[src/rtl/serial_adder.sv]
// rtl/serial_adder.sv - bit-serial LSB-first adder with valid/ready handshakes on both sides.
// Optional SERIAL_ADDER_OVF_EN adds a signed-overflow flag output (ovf).
module serial_adder #(
    parameter int WIDTH = 8
) (
    input  logic             clk,
    input  logic             rst_n,
    input  logic             in_valid,
    output logic             in_ready,
    input  logic [WIDTH-1:0] a,
    input  logic [WIDTH-1:0] b,
    input  logic             cin,
    output logic             out_valid,
    input  logic             out_ready,
    output logic [WIDTH-1:0] sum,
    output logic             cout,
    output logic             busy
`ifdef SERIAL_ADDER_OVF_EN
    ,
    output logic             ovf
`endif
);

    localparam int CW = $clog2(WIDTH) + 1;
    localparam logic [CW-1:0] LAST_CNT = CW'(WIDTH - 1);

    localparam logic [1:0] S_IDLE = 2'd0;
    localparam logic [1:0] S_RUN  = 2'd1;
    localparam logic [1:0] S_DONE = 2'd2;

    logic [1:0]       state_q, state_d;
    logic [WIDTH-1:0] a_sr_q, a_sr_d;
    logic [WIDTH-1:0] b_sr_q, b_sr_d;
    logic [WIDTH-1:0] sum_sr_q, sum_sr_d;
    logic             carry_q, carry_d;
    logic [CW-1:0]    cnt_q, cnt_d;
    logic [WIDTH-1:0] sum_q, sum_d;
    logic             cout_q, cout_d;
`ifdef SERIAL_ADDER_OVF_EN
    logic             ovf_q, ovf_d;
`endif

    logic bit_s;
    logic bit_c;

    // Single full-adder stage operating on the current LSBs and registered carry.
    always_comb begin
        bit_s = a_sr_q[0] ^ b_sr_q[0] ^ carry_q;
        bit_c = (a_sr_q[0] & b_sr_q[0]) | (carry_q & (a_sr_q[0] ^ b_sr_q[0]));
    end

    always_comb begin
        state_d  = state_q;
        a_sr_d   = a_sr_q;
        b_sr_d   = b_sr_q;
        sum_sr_d = sum_sr_q;
        carry_d  = carry_q;
        cnt_d    = cnt_q;
        sum_d    = sum_q;
        cout_d   = cout_q;
`ifdef SERIAL_ADDER_OVF_EN
        ovf_d    = ovf_q;
`endif
        case (state_q)
            S_IDLE: begin
                if (in_valid) begin
                    a_sr_d   = a;
                    b_sr_d   = b;
                    carry_d  = cin;
                    cnt_d    = '0;
                    sum_sr_d = '0;
`ifdef SERIAL_ADDER_OVF_EN
                    ovf_d    = 1'b0;
`endif
                    state_d  = S_RUN;
                end
            end
            S_RUN: begin
                a_sr_d   = a_sr_q >> 1;
                b_sr_d   = b_sr_q >> 1;
                // New bit enters at the MSB so the result ends LSB-aligned after WIDTH steps.
                sum_sr_d = (sum_sr_q >> 1) | (WIDTH'(bit_s) << (WIDTH - 1));
                carry_d  = bit_c;
                cnt_d    = cnt_q + 1'b1;
                if (cnt_q == LAST_CNT) begin
                    state_d = S_DONE;
                    sum_d   = sum_sr_d;
                    cout_d  = bit_c;
`ifdef SERIAL_ADDER_OVF_EN
                    // carry_q is the carry into the MSB on this final step.
                    ovf_d   = carry_q ^ bit_c;
`endif
                end
            end
            S_DONE: begin
                if (out_ready) begin
                    state_d = S_IDLE;
                end
            end
            default: begin
                state_d = S_IDLE;
            end
        endcase
    end

    always_ff @(posedge clk or negedge rst_n) begin
        if (!rst_n) begin
            state_q  <= S_IDLE;
            a_sr_q   <= '0;
            b_sr_q   <= '0;
            sum_sr_q <= '0;
            carry_q  <= 1'b0;
            cnt_q    <= '0;
            sum_q    <= '0;
            cout_q   <= 1'b0;
`ifdef SERIAL_ADDER_OVF_EN
            ovf_q    <= 1'b0;
`endif
        end else begin
            state_q  <= state_d;
            a_sr_q   <= a_sr_d;
            b_sr_q   <= b_sr_d;
            sum_sr_q <= sum_sr_d;
            carry_q  <= carry_d;
            cnt_q    <= cnt_d;
            sum_q    <= sum_d;
            cout_q   <= cout_d;
`ifdef SERIAL_ADDER_OVF_EN
            ovf_q    <= ovf_d;
`endif
        end
    end

    assign in_ready  = (state_q == S_IDLE);
    assign out_valid = (state_q == S_DONE);
    assign busy      = (state_q == S_RUN) || (state_q == S_DONE);
    assign sum       = sum_q;
    assign cout      = cout_q;
`ifdef SERIAL_ADDER_OVF_EN
    assign ovf       = ovf_q;
`endif

endmodule

[config.mk]
export PLATFORM = sky130hd
export DESIGN_NAME = serial_adder
export DESIGN_NICKNAME = d
export VERILOG_FILES = /design/src/rtl/serial_adder.sv
export SDC_FILE = /design/constraint.sdc
export NUM_CORES = 1
export LEC_CHECK = 0
export CELL_PAD_IN_SITES_DETAIL_PLACEMENT = 0
export CELL_PAD_IN_SITES_GLOBAL_PLACEMENT = 2
export CORE_MARGIN = 5
export CORE_UTILIZATION = 36
export DETAILED_ROUTE_END_ITERATION = 8
export HOLD_SLACK_MARGIN = 0.02
export PLACE_DENSITY = 0.93
export SYNTH_ARGS = -nofsm -noshare
export SYNTH_HDL_FRONTEND = slang
export SYNTH_SLANG_ARGS = --single-unit
export TNS_END_PERCENT = 50
[constraint.sdc]
create_clock -name clk -period 3.8 [get_ports clk]
set_input_delay 0.76 -clock clk [delete_from_list [all_inputs] [get_ports clk]]
set_output_delay 0.76 -clock clk [all_outputs]
set_load 0.01 [all_outputs]
==> impl_metrics.toml <==
[critical_path]
critPathArrivalTime_ns = 1.65
cp-startpoint = "state_q[1]"
reg2reg_from = "state_q[1]"
worstPathRequired_ns = 3.04
path_max_fanout = 4
reg2reg_to = "cnt_q[0]"
r2r_cells = 5
worstSetupPathType = "reg -> out"
endpoint_kind = "output pin"
r2r_setup_slack_ns = 1.49
critPathCapture = "in_ready"
crit_path_start_kind = "flop"

[cells_and_area]
fill_cells = 424
antenna_cells = 0
nets = 202
syn_to_final_growth_pct = 27.7
final_layout_size_suffix_gt1_share_pct = 13.0
postLayoutCellArea_mm2 = 0.00220

[drt]
drt-total-wl_mm = 3.21
ant_nets = 0
viasPerCell = 5.02
num_vias = 1160
drc = 0
drt_iter0_drc = 33
first_pass_iters = 4
wire_per_inst_um = 13.9

[clock_tree]
htreeDepth = 2
postCtsSetupBuffers = 0
clk_pin_slew_ns = 0.08
insertion_delay_ns = 0.29
clockBufferDepth = 2
cts_made_buffers = 5
cts_tree = "done"
cts_resized = 0
holdBufCountCts = 0
clockRootBuffer = "clkbuf_8"
clock_sinks = 39

[floorplanning]
rows = 25
core_mm2 = 0.00469
fp.dieH_um = 79.3
die_w_um = 79.3
die_area_mm2 = 0.00628
initial_core_util_pct = 36.8
ios = 33

[timing]
slew_viol_final = 0
fin_crit_ns = 2.41
fin_crit_sh_pct = 63.5
fmax_mhz = 414
tns_ns = 0
worst_pin_slew_ns = 0.837
maxSlewHeadroom_pct = 44.2
grt_setup_unrepaired = "false"
hold_viol = 0
skew_ns = 0.00832
setup_violations = 0

[logic_synthesis]
synth_seq_cells = 39
synthCells = 144
yosysMostFrequentCell = "dfrtp_1"
ys.warnings.count = 0
syn_nets = 170
synth_async_sr_flop_share_pct = 100
netlist_top_cells_area = "dfrtp_1 57%, mux2i_1 9.3%, mux2_2 7.2%"
syn_area_mm2 = 0.00173
ys_dominant_reg_cell = "dfrtp_1"
synth_edf_count = 0
ys_types = 22
synth.avg_cell_area_um2 = 12.0
post-synth-top-area-fraction_pct = 56.5
synthTopCellsByCount = "39 x dfrtp_1, 20 x nand2_1, 17 x o21ai_0, 16 x mux2i_1, 11 x mux2_2"
synth_largest_area_cell = "dfrtp_1"
ys_seq_area_share_pct = 56.5

[placement]
place_hpwl_mm = 2.22
globalplace.congestion = 0.744
io_buffers = 32
dpl_cell_area_mm2 = 0.00209

[worst_hold_path]
hold_path.class = "reg -> reg"
worstHoldStart = "a_sr_q[6]"

[grt]
grt_max_degree = 48
antenna_found_initial = 0
overflow = 0
track_usage_pct = 11.6
grt_pass1_wl_mm = 5.62
grt_pass1_vias = 1233

[pwr]
ir_drop_mv = 0.324
powerDensity_mw_per_mm2 = 777
power.leakage_uw = 0.00101

[run]
maxCapViolCount = 0

[status]
outcome = "finished, final reports clean"
## metrics by stage
step	setup slack, ns	util, %	instances	power, uW	hold slack (ns)
6_report	1.39	47.0	231	1710	0.480
5_1_grt	1.28	47.0	231	1850	0.515
4_1_cts	1.36	47.0	231	1740	0.487
3_5_place_dp	1.44	44.6	223	1390	0.470
3_3_place_gp	1.46	44.6	223	1360	0.464
2_1_floorplan	2.18	-	144	1160	0.450
## worst max-delay path: stages, from the launching register on
cell and delay [ns]:
dfrtp_1 0.41, inv_1 0.10, ha_1 0.27, clkdlybuf4s50_1 0.58
## layout by cell type (no fill, tap or decap)
| cell | Yosys | final |
|---|---|---|
| clkdlybuf4s50_1 | 0 | 31 |
| nor3_1 | 1 | 1 |
| ha_1 | 4 | 4 |
| or3_1 | 1 | 1 |
| nand2_1 | 20 | 20 |
| clkbuf_8 | 0 | 5 |
| nand3_1 | 4 | 4 |
| a22o_1 | 8 | 8 |
| o32a_1 | 1 | 1 |
| clkinv_4 | 0 | 1 |
| nand2b_1 | 2 | 2 |
| nand4b_1 | 1 | 1 |
| bufinv_16 | 0 | 1 |
| clkinv_2 | 0 | 1 |
| mux2_2 | 11 | 11 |
| nand3b_1 | 2 | 2 |
| buf_4 | 1 | 2 |
| mux2i_1 | 16 | 15 |
| mux2i_4 | 0 | 1 |
| buf_2 | 6 | 1 |
| or4b_1 | 1 | 1 |
| nor2b_1 | 3 | 3 |
| a211oi_1 | 1 | 1 |
| fa_1 | 1 | 1 |
| inv_1 | 2 | 2 |
| dfrtp_1 | 39 | 39 |
| o21ai_0 | 17 | 17 |
## flip-flops by register name, indices dropped and copies added, names as in the netlist
name      flops
a_sr_q        8
b_sr_q        8
sum           8
sum_sr_q      7
cnt_q         4
state_q       2
carry_q       1
cout          1
## cell type report
class                      instances  area [um^2]  area share, %
inverter                           2         7.51          0.341
clock inverter                     3         43.8           1.99
multi-input combinational         94          711           32.2
clock buffer                       5         68.8           3.12
sequential                        39          976           44.3
timing repair buffer              34          330           15.0
tap                               54         67.6           3.06
## power by group
group / internal (uW) / switching, uW / total, uW
combinational: 346 / 345 / 691
sequential: 578 / 99.4 / 678
clock: 195 / 149 / 345
## logic make-up after synthesis
family                   after synthesis  synth area share, %
flip-flops                            39                 56.5
adder cells (fa/ha/maj)                5                 4.06
AO/OA/AOI/OAI                         27                 10.0
AND/OR/NAND/NOR                       35                 9.93
buffers and inverters                 11                 3.04
multiplexers                          27                 16.4
## layer usage
metal	vias up	part of all wire, %	track usage (%)
met5	-	0	0
li1	569	-	-
met3	7	6.5	4.76
met1	557	43	13.1
met2	27	48	18.8
met4	0	2.3	5.84
## worst min-delay path by stage
stage / to / cells past startpoint
global route: a_sr_q[4] / 2
finish: a_sr_q[6] / 2
CTS: a_sr_q[6] / 2
floorplan: a_sr_q[1] / 2
global placement: b_sr_q[6] / 2
detailed placement: a_sr_q[4] / 2
(Power assumes the default switching activity.)
